File: config.mk
export PLATFORM = sky130hd
export DESIGN_NAME = cardinal_pipe_ctrl
export DESIGN_NICKNAME = d
export VERILOG_FILES = /design/src/rtl/cardinal_pkg.sv /design/src/rtl/cardinal_hazard_cmp.sv /design/src/rtl/cardinal_pipe_ctrl.sv
export SDC_FILE = /design/constraint.sdc
export NUM_CORES = 1
export LEC_CHECK = 0
export BUFFER_PORTS_ARGS = -buffer_cell sky130_fd_sc_hd__buf_2
export CAP_MARGIN = 20
export CORE_MARGIN = 2
export CORE_UTILIZATION = 57
export CTS_CLUSTER_SIZE = 25
export DETAILED_ROUTE_END_ITERATION = 8
export PLACE_DENSITY = 0.84
export SETUP_SLACK_MARGIN = 0.3
export SYNTH_ARGS = -nofsm -noshare
export SYNTH_HDL_FRONTEND = slang
export SYNTH_SLANG_ARGS = --single-unit
File: constraint.sdc
create_clock -name clk -period 6.5 [get_ports clk]
set_clock_uncertainty 0.1 [all_clocks]
set_input_delay 1.3 -clock clk [delete_from_list [all_inputs] [get_ports clk]]
set_output_delay 1.3 -clock clk [all_outputs]
set_load 0.01 [all_outputs]
File: src/rtl/cardinal_pkg.sv
// cardinal_pkg: shared definitions for the Cardinal pipeline hazard/stall
// controller.
//   state_t   - controller FSM states (RUN, MEM_WAIT, ERR)
//   REG_W     - register specifier width
//   NOP_INSTR - instruction word loaded into IF/ID when it is flushed
package cardinal_pkg;

  localparam int unsigned REG_W = 5;

  localparam logic [31:0] NOP_INSTR = 32'h0000_0000;

  typedef enum logic [1:0] {
    RUN      = 2'd0,
    MEM_WAIT = 2'd1,
    ERR      = 2'd2
  } state_t;

  // Full-width specifier compare; r0 is an ordinary register here.
  function automatic logic spec_match(input logic [REG_W-1:0] a,
                                      input logic [REG_W-1:0] b);
    return a == b;
  endfunction

endpackage

File: src/rtl/cardinal_hazard_cmp.sv
// cardinal_hazard_cmp: purely combinational register-specifier compare between
// the instruction in ID and the producer in EXMEM.
// Ports:
//   id_valid, id_rA, id_rB, id_rD       - ID instruction and its specifiers
//   id_uses_rA, id_uses_rB, id_is_branch - ID operand usage / branch flag
//   exmem_rD, exmem_wrEn                 - EXMEM destination and write enable
//   fwd_rA, fwd_rB                       - take the WB result for rA / rB
//   br_haz                               - branch in ID compares a register
//                                          still being produced in EXMEM
module cardinal_hazard_cmp
  import cardinal_pkg::*;
(
  input  logic             id_valid,
  input  logic [REG_W-1:0] id_rA,
  input  logic [REG_W-1:0] id_rB,
  input  logic [REG_W-1:0] id_rD,
  input  logic             id_uses_rA,
  input  logic             id_uses_rB,
  input  logic             id_is_branch,
  input  logic [REG_W-1:0] exmem_rD,
  input  logic             exmem_wrEn,
  output logic             fwd_rA,
  output logic             fwd_rB,
  output logic             br_haz
);

  logic producer;

  assign producer = id_valid & exmem_wrEn;

  assign fwd_rA = producer & id_uses_rA   & spec_match(exmem_rD, id_rA);
  assign fwd_rB = producer & id_uses_rB   & spec_match(exmem_rD, id_rB);
  // Branches compare rD data in ID, which cannot be forwarded in time,
  // so this becomes a one-cycle stall instead.
  assign br_haz = producer & id_is_branch & spec_match(exmem_rD, id_rD);

endmodule

File: src/rtl/cardinal_pipe_ctrl.sv
// cardinal_pipe_ctrl: pipeline hazard and stall controller for the Cardinal
// CMP core. Each cycle it decides whether PC, IF/ID and ID/EXMEM advance,
// hold or take a bubble, produces the operand-forward flags, freezes the pipe
// during an outstanding EXMEM memory/NIC access and flags a sticky timeout.
// Parameters:
//   MAX_WAIT - not-ready cycles tolerated in MEM_WAIT before timeout (1..65535)
//   CNT_W    - width of the saturating stall-cycle counter
// Ports:
//   clk, reset                  - clock, synchronous active-high reset
//   id_*                        - ID-stage instruction information
//   exmem_rD/wrEn/memEn         - EXMEM-stage instruction information
//   dmem_ready                  - EXMEM memory access completes this cycle
//   pc_stall, ifid_stall        - hold PC / IF/ID
//   ifid_flush                  - load a NOP into IF/ID
//   idex_stall                  - hold ID/EXMEM
//   id_kill                     - bubble into ID/EXMEM
//   fwd_rA, fwd_rB              - forward WB result to EXMEM operands
//   mem_timeout                 - sticky memory-timeout error
//   stall_cycles                - saturating count of pc_stall cycles
module cardinal_pipe_ctrl
  import cardinal_pkg::*;
#(
  parameter int unsigned MAX_WAIT = 255,
  parameter int unsigned CNT_W    = 32
) (
  input  logic             clk,
  input  logic             reset,
  input  logic             id_valid,
  input  logic [4:0]       id_rA,
  input  logic [4:0]       id_rB,
  input  logic [4:0]       id_rD,
  input  logic             id_uses_rA,
  input  logic             id_uses_rB,
  input  logic             id_is_branch,
  input  logic             id_branch_taken,
  input  logic [4:0]       exmem_rD,
  input  logic             exmem_wrEn,
  input  logic             exmem_memEn,
  input  logic             dmem_ready,
  output logic             pc_stall,
  output logic             ifid_stall,
  output logic             ifid_flush,
  output logic             idex_stall,
  output logic             id_kill,
  output logic             fwd_rA,
  output logic             fwd_rB,
  output logic             mem_timeout,
  output logic [CNT_W-1:0] stall_cycles
);

  localparam logic [15:0] WAIT_LIMIT = 16'(MAX_WAIT);

  state_t      state, state_next;
  logic [15:0] wait_cnt, wait_next;
  logic        br_haz;
  logic        mem_busy;
  logic        full_stall;
  logic        branch_flush;

  cardinal_hazard_cmp u_cmp (
    .id_valid     (id_valid),
    .id_rA        (id_rA),
    .id_rB        (id_rB),
    .id_rD        (id_rD),
    .id_uses_rA   (id_uses_rA),
    .id_uses_rB   (id_uses_rB),
    .id_is_branch (id_is_branch),
    .exmem_rD     (exmem_rD),
    .exmem_wrEn   (exmem_wrEn),
    .fwd_rA       (fwd_rA),
    .fwd_rB       (fwd_rB),
    .br_haz       (br_haz)
  );

  assign mem_busy     = exmem_memEn & ~dmem_ready;
  assign full_stall   = (state == ERR) | mem_busy;
  assign branch_flush = id_valid & id_is_branch & id_branch_taken;

  always_ff @(posedge clk) begin
    if (reset) begin
      state       <= RUN;
      wait_cnt    <= '0;
      mem_timeout <= 1'b0;
    end else begin
      state       <= state_next;
      wait_cnt    <= wait_next;
      mem_timeout <= (state_next == ERR);
    end
  end

  // wait_cnt counts the MEM_WAIT cycles of the current access; the RUN cycle
  // that detected the miss is cycle 1, so ERR follows MAX_WAIT+1 misses.
  always_comb begin
    state_next = state;
    wait_next  = wait_cnt;
    unique case (state)
      RUN: begin
        if (mem_busy) begin
          state_next = MEM_WAIT;
          wait_next  = 16'd1;
        end
      end
      MEM_WAIT: begin
        if (dmem_ready) begin
          state_next = RUN;
          wait_next  = '0;
        end else if (wait_cnt == WAIT_LIMIT) begin
          state_next = ERR;
        end else begin
          wait_next = wait_cnt + 16'd1;
        end
      end
      ERR: begin
        state_next = ERR;
      end
      default: begin
        state_next = RUN;
        wait_next  = '0;
      end
    endcase
  end

  // Memory freeze outranks the branch hazard, which outranks a taken-branch
  // flush: a branch held in ID must not squash the fetch behind it yet.
  always_comb begin
    pc_stall   = 1'b0;
    ifid_stall = 1'b0;
    idex_stall = 1'b0;
    id_kill    = 1'b0;
    ifid_flush = 1'b0;
    if (full_stall) begin
      pc_stall   = 1'b1;
      ifid_stall = 1'b1;
      idex_stall = 1'b1;
    end else if (br_haz) begin
      pc_stall   = 1'b1;
      ifid_stall = 1'b1;
      id_kill    = 1'b1;
    end else if (branch_flush) begin
      ifid_flush = 1'b1;
    end
  end

  always_ff @(posedge clk) begin
    if (reset) begin
      stall_cycles <= '0;
    end else if (pc_stall && (stall_cycles != '1)) begin
      stall_cycles <= stall_cycles + CNT_W'(1);
    end
  end

endmodule

# == Yosys cells after proc, flatten, opt, wreduce, memory -nomap -nowiden ==
# Index checks and enable logic that the tools add are counted.
# word_totals
register_bits,51
inputBits,30
word_cells,47
# classes
addsub,2
n_eq_ne,10
mux,15
bitwise,13
n_reduce_logical,3
# op_table
op,count
2-to-1 mux 16 bit,3
one-hot mux 16 bit (3 select lines),1
adder 32 x 1 -> 32 bit (second input constant),1
inequality test 32 bit (second input constant),1
adder 16 x 1 -> 16 bit (second input constant),1
equality test 16 x 8 -> 1 bit (second input constant),1
equality test 5 bit,3
AND 1 bit,10
2-to-1 mux 1 bit,7
2-to-1 mux 2 bit,3
one-hot mux 2 bit (3 select lines),1
equality test 2 bit (second input constant),2
inequality test 3 bit (second input constant),1
AND reduction 3 bit,1
equality test 2 x 1 -> 1 bit (second input constant),1
zero test 2 bit,1
inequality test 2 bit (second input constant),1
NOT 1 bit,2
logical AND 1 bit,1
OR 1 bit,1

# == Logic depth before layout (Yosys ltp) ==
# logic_depth
depth_word,6
depth_mapped,8

# == By module ==
# A second synthesis with hierarchy kept.
# hier_totals
cells_unflattened,348
area_unflattened_um2,2970.3
# by_module_without_submodules
mod,instances,cells_each,area_per_inst_um2,seq_area_each_um2
cardinal_pipe_ctrl,1,324,2780.2,1021.0
cardinal_hazard_cmp,1,24,190.2,0.0

# == Worst setup path before layout ==
# Ideal clock, no wire load.
# synth_timing
path_kind,input to output
start,input id_rD[1]
end,output ifid_flush
t_arrival_ns,2.553
required_time_ns,5.100
setup_slack_ns,2.547
stages,6
path_buffers,1
path_cell_list,xor2_1 > nor4_4 > a41oi_2 > clkbuf_1 > inv_1 > nor2_1
# synth_between
elab_chain_cells,4
# synth_rtl
item,line_no,rtl
from (decl),cardinal_pipe_ctrl.sv:31,"input logic [4:0] id_rD,"
equality test 5 bit,cardinal_pkg.sv:21,return a == b;
AND 1 bit,cardinal_hazard_cmp.sv:35,"assign br_haz = producer & id_is_branch & spec_match(exmem_rD, id_rD);"
2-to-1 mux 1 bit,cardinal_pipe_ctrl.sv:135,end else if (br_haz) begin
2-to-1 mux 1 bit,cardinal_pipe_ctrl.sv:131,if (full_stall) begin
to (decl),cardinal_pipe_ctrl.sv:42,"output logic ifid_flush,"
# No other way between the ends.

# == Worst setup path after layout ==
# layout_timing
start,input exmem_rD[3]
end,output ifid_flush
# layout_between
elab_chain_cells,4
# layout_rtl
item,line_no,rtl
from (decl),cardinal_pipe_ctrl.sv:36,"input logic [4:0] exmem_rD,"
equality test 5 bit,cardinal_pkg.sv:21,
AND 1 bit,cardinal_hazard_cmp.sv:35,
2-to-1 mux 1 bit,cardinal_pipe_ctrl.sv:135,
2-to-1 mux 1 bit,cardinal_pipe_ctrl.sv:131,
# No other way between the ends.

==> flow_summary.ini <==
[sta]
slew_violations = 0
min_period_ns = 3.89
max_freq_ghz = 0.257
setup_viol_count_final = 0
post-route-period-util_pct = 59.8
hold_viol_final = 0
worstMarginPinSlew_ns = 1.01
fin_ws_ns = 2.61
rsz0062_at_grt = false
finalSetupTns_ns = 0
maxSlewHeadroom_pct = 32.7

[placement]
io_buffers = 69
post-place-ws_ns = 1.99
gp_congestion = 0.890
hpwl_um = 4520
dpl.cell_count = 448

[critical_path]
cp_common_cell = buf_2
r2r_cells = 7
crit_path_max_incr_delay_ns = 0.34
worstSetupEndpointType = output pin
r2r_start = stall_cycles[0]
timing.rr.end = stall_cycles[19]
timing.reg2reg.setup_slack_ns = 3.63
crit_family = buffers and inverters
crit_path_start = exmem_rD[3]
crit_path_top_delay_cell = nor4_4
worstSetupStartpointType = input port
crit_fanout = 5
arrival_ns = 2.49
crit_buf_inv = 3
cp.required_ns = 5.10
crit_chain = buf_2 > xor2_1 > nor4_4 > a41oi_4 > inv_1 > nor2_1 > buf_2
critPathKind = input port to output pin

[die]
initial_core_util_pct = 59.4
die_w_um = 74.2
coreArea_mm2 = 0.00472
design.portCount = 70
die_h_um = 74.2
dieArea_mm2 = 0.00550
placement_rows = 25

[cts]
numClockSinks = 51
ctsHoldBuffers = 0
htreeDepth = 2
path_clk_slew_ns = 0.08
cts_buffers = 5
insertion_delay_ns = 0.30
cts_tree = built
post-cts-setup-buffers = 0
cts_buffer_depth = 2
cts_resized = 0
cts-root-buf = clkbuf_8

[hold_path]
hold_path_depth = 1
min_path_type = register to register
hp-start = state[1]
worstHoldEndpoint = state[0]

[layout]
instances_no_fill = 457
fillCellCount = 377
area_growth_pct = 16.9
final_nets = 421
final_layout_size_suffix_gt1_share_pct = 24.9
antennaDiodeCount = 0

[logic_synthesis]
ys_top_cells_by_area = dfxtp_1 (36%), xnor2_1 (10%), nor2_1 (6.3%)
synth.avg_cell_area_um2 = 8.53
post_synth_num_cell_types = 40
netlist_area_mm2 = 0.00281
synth_top_cell_area_share_pct = 36.4
yosys_warnings = 0
yosys.cell_count.top_type = dfxtp_1
synthArstFlopShare_pct = 0
syn-num-nets = 361
synth-edff-count = 0
synth-seq-area-share_pct = 36.4
synthFlopType = dfxtp_1
synth_top_area_cell = dfxtp_1
ys_ff_latch = 51
synth_cells = 329
ys_top_cells_by_count = dfxtp_1 (51), nor2_1 (47), xnor2_1 (33)

[routing]
wirelength_um = 6280
drt_iter0_markers = 206
drc = 0
wl_met3_um = 439
m1WireLength_um = 2760
viasPerCell = 5.68
wire_per_inst_um = 13.8
maxUsedRoutingLayer = met4
first_pass_iters = 4
via_count = 2597
drtAntennaViolNets = 0
wl_met2_um = 3000

[grt]
grt_max_degree = 41
grt_pass1_vias = 2320
grt_pass1_wl_um = 10200
grt-ovfl-total = 0
antenna_found_initial = 0
grt_use_total_pct = 23.5

[pwr]
p_leak_nw = 1.22
powerDensity_mw_per_mm2 = 171
ir_drop_mv = 0.108

[status]
outcome = finished, final reports clean

[flow_run]
timing.max_cap.violations = 0
metal layers:
layer / track usage [%] / vias up
met1: 29.3 / 1221
met3: 4.61 / 8
met2: 40.8 / 91
li1: - / 1277
met5: 0 / -
met4: 8.08 / 0
where the power goes:
group          leakage (nW)  switching [mW]  internal (mW)
sequential            0.411         0.00256          0.314
combinational         0.761          0.0301         0.0189
clock                0.0515          0.0970         0.0973
total                  1.22           0.130          0.430
flip-flops by register name, indices dropped and copies added, names as in the netlist:
| name | count |
|---|---|
| mem_timeout | 1 |
| wait_cnt | 16 |
| state | 2 |
| stall_cycles | 32 |
logic make-up (layout without fill, tap and decap cells):
| family | count (synthesis) | in the layout | synth area share [%] |
|---|---|---|---|
| DFF | 51 | 51 | 36.4 |
| AOI/OAI and AO/OA | 36 | 36 | 7.49 |
| and+or+nand+nor | 168 | 168 | 35.9 |
| adders and majority gates | 2 | 2 | 0.892 |
| xor gates and xnor gates | 50 | 50 | 15.6 |
| buffers and inverters | 22 | 83 | 3.74 |
metrics by stage:
step	utilization, %	cell area [um^2]	hold slack [ns]	total power, mW
global placement	66.9	3160	0.370	0.370
detailed placement	66.9	3160	0.370	0.371
global route	69.5	3280	0.410	0.582
CTS	69.0	3260	0.393	0.564
floorplan	-	2810	0.335	0.353
finish	69.5	3280	0.394	0.560
worst max-delay path by stage:
| stage | endpoint | slack (ns) | cells past startpoint |
|---|---|---|---|
| 2_1_floorplan | ifid_flush | 2.55 | 6 |
| 3_3_place_gp | ifid_flush | 2.05 | 7 |
| 3_5_place_dp | ifid_flush | 1.99 | 7 |
| 4_1_cts | ifid_flush | 1.98 | 7 |
| 5_1_grt | ifid_flush | 2.53 | 7 |
| 6_report | ifid_flush | 2.61 | 7 |
cell usage in the layout, fill, tap and decap left out, drive strengths merged, types with 5 or more instances in the layout:
cell type,n
a21oi,18
and3,10
and4,7
buf,70
clkbuf,8
dfxtp,51
inv,5
nand2,18
nand3,20
nand4,11
nor2,47
nor3,15
nor4,15
nor4b,5
o21ai,10
or3,5
xnor2,33
xor2,17
worst reg2reg max path: cells and delay by family, from the launching register on:
family / cells / cell delay [ns]
adders and majority gates: 1 / 0.22
xor gates and xnor gates: 1 / 0.20
DFF: 1 / 0.43
and+or+nand+nor: 5 / 1.79
layout make-up:
type,instances,area [um^2],area share (%)
Timing Repair Buffer,70,365,11.1
Clock buffer,8,100,3.05
Tap cell,67,83.8,2.56
Multi-Input combinational cell,256,1690,51.6
Inverter,5,18.8,0.572
Sequential cell,51,1020,31.1
Power figures use the tool's default switching activity.
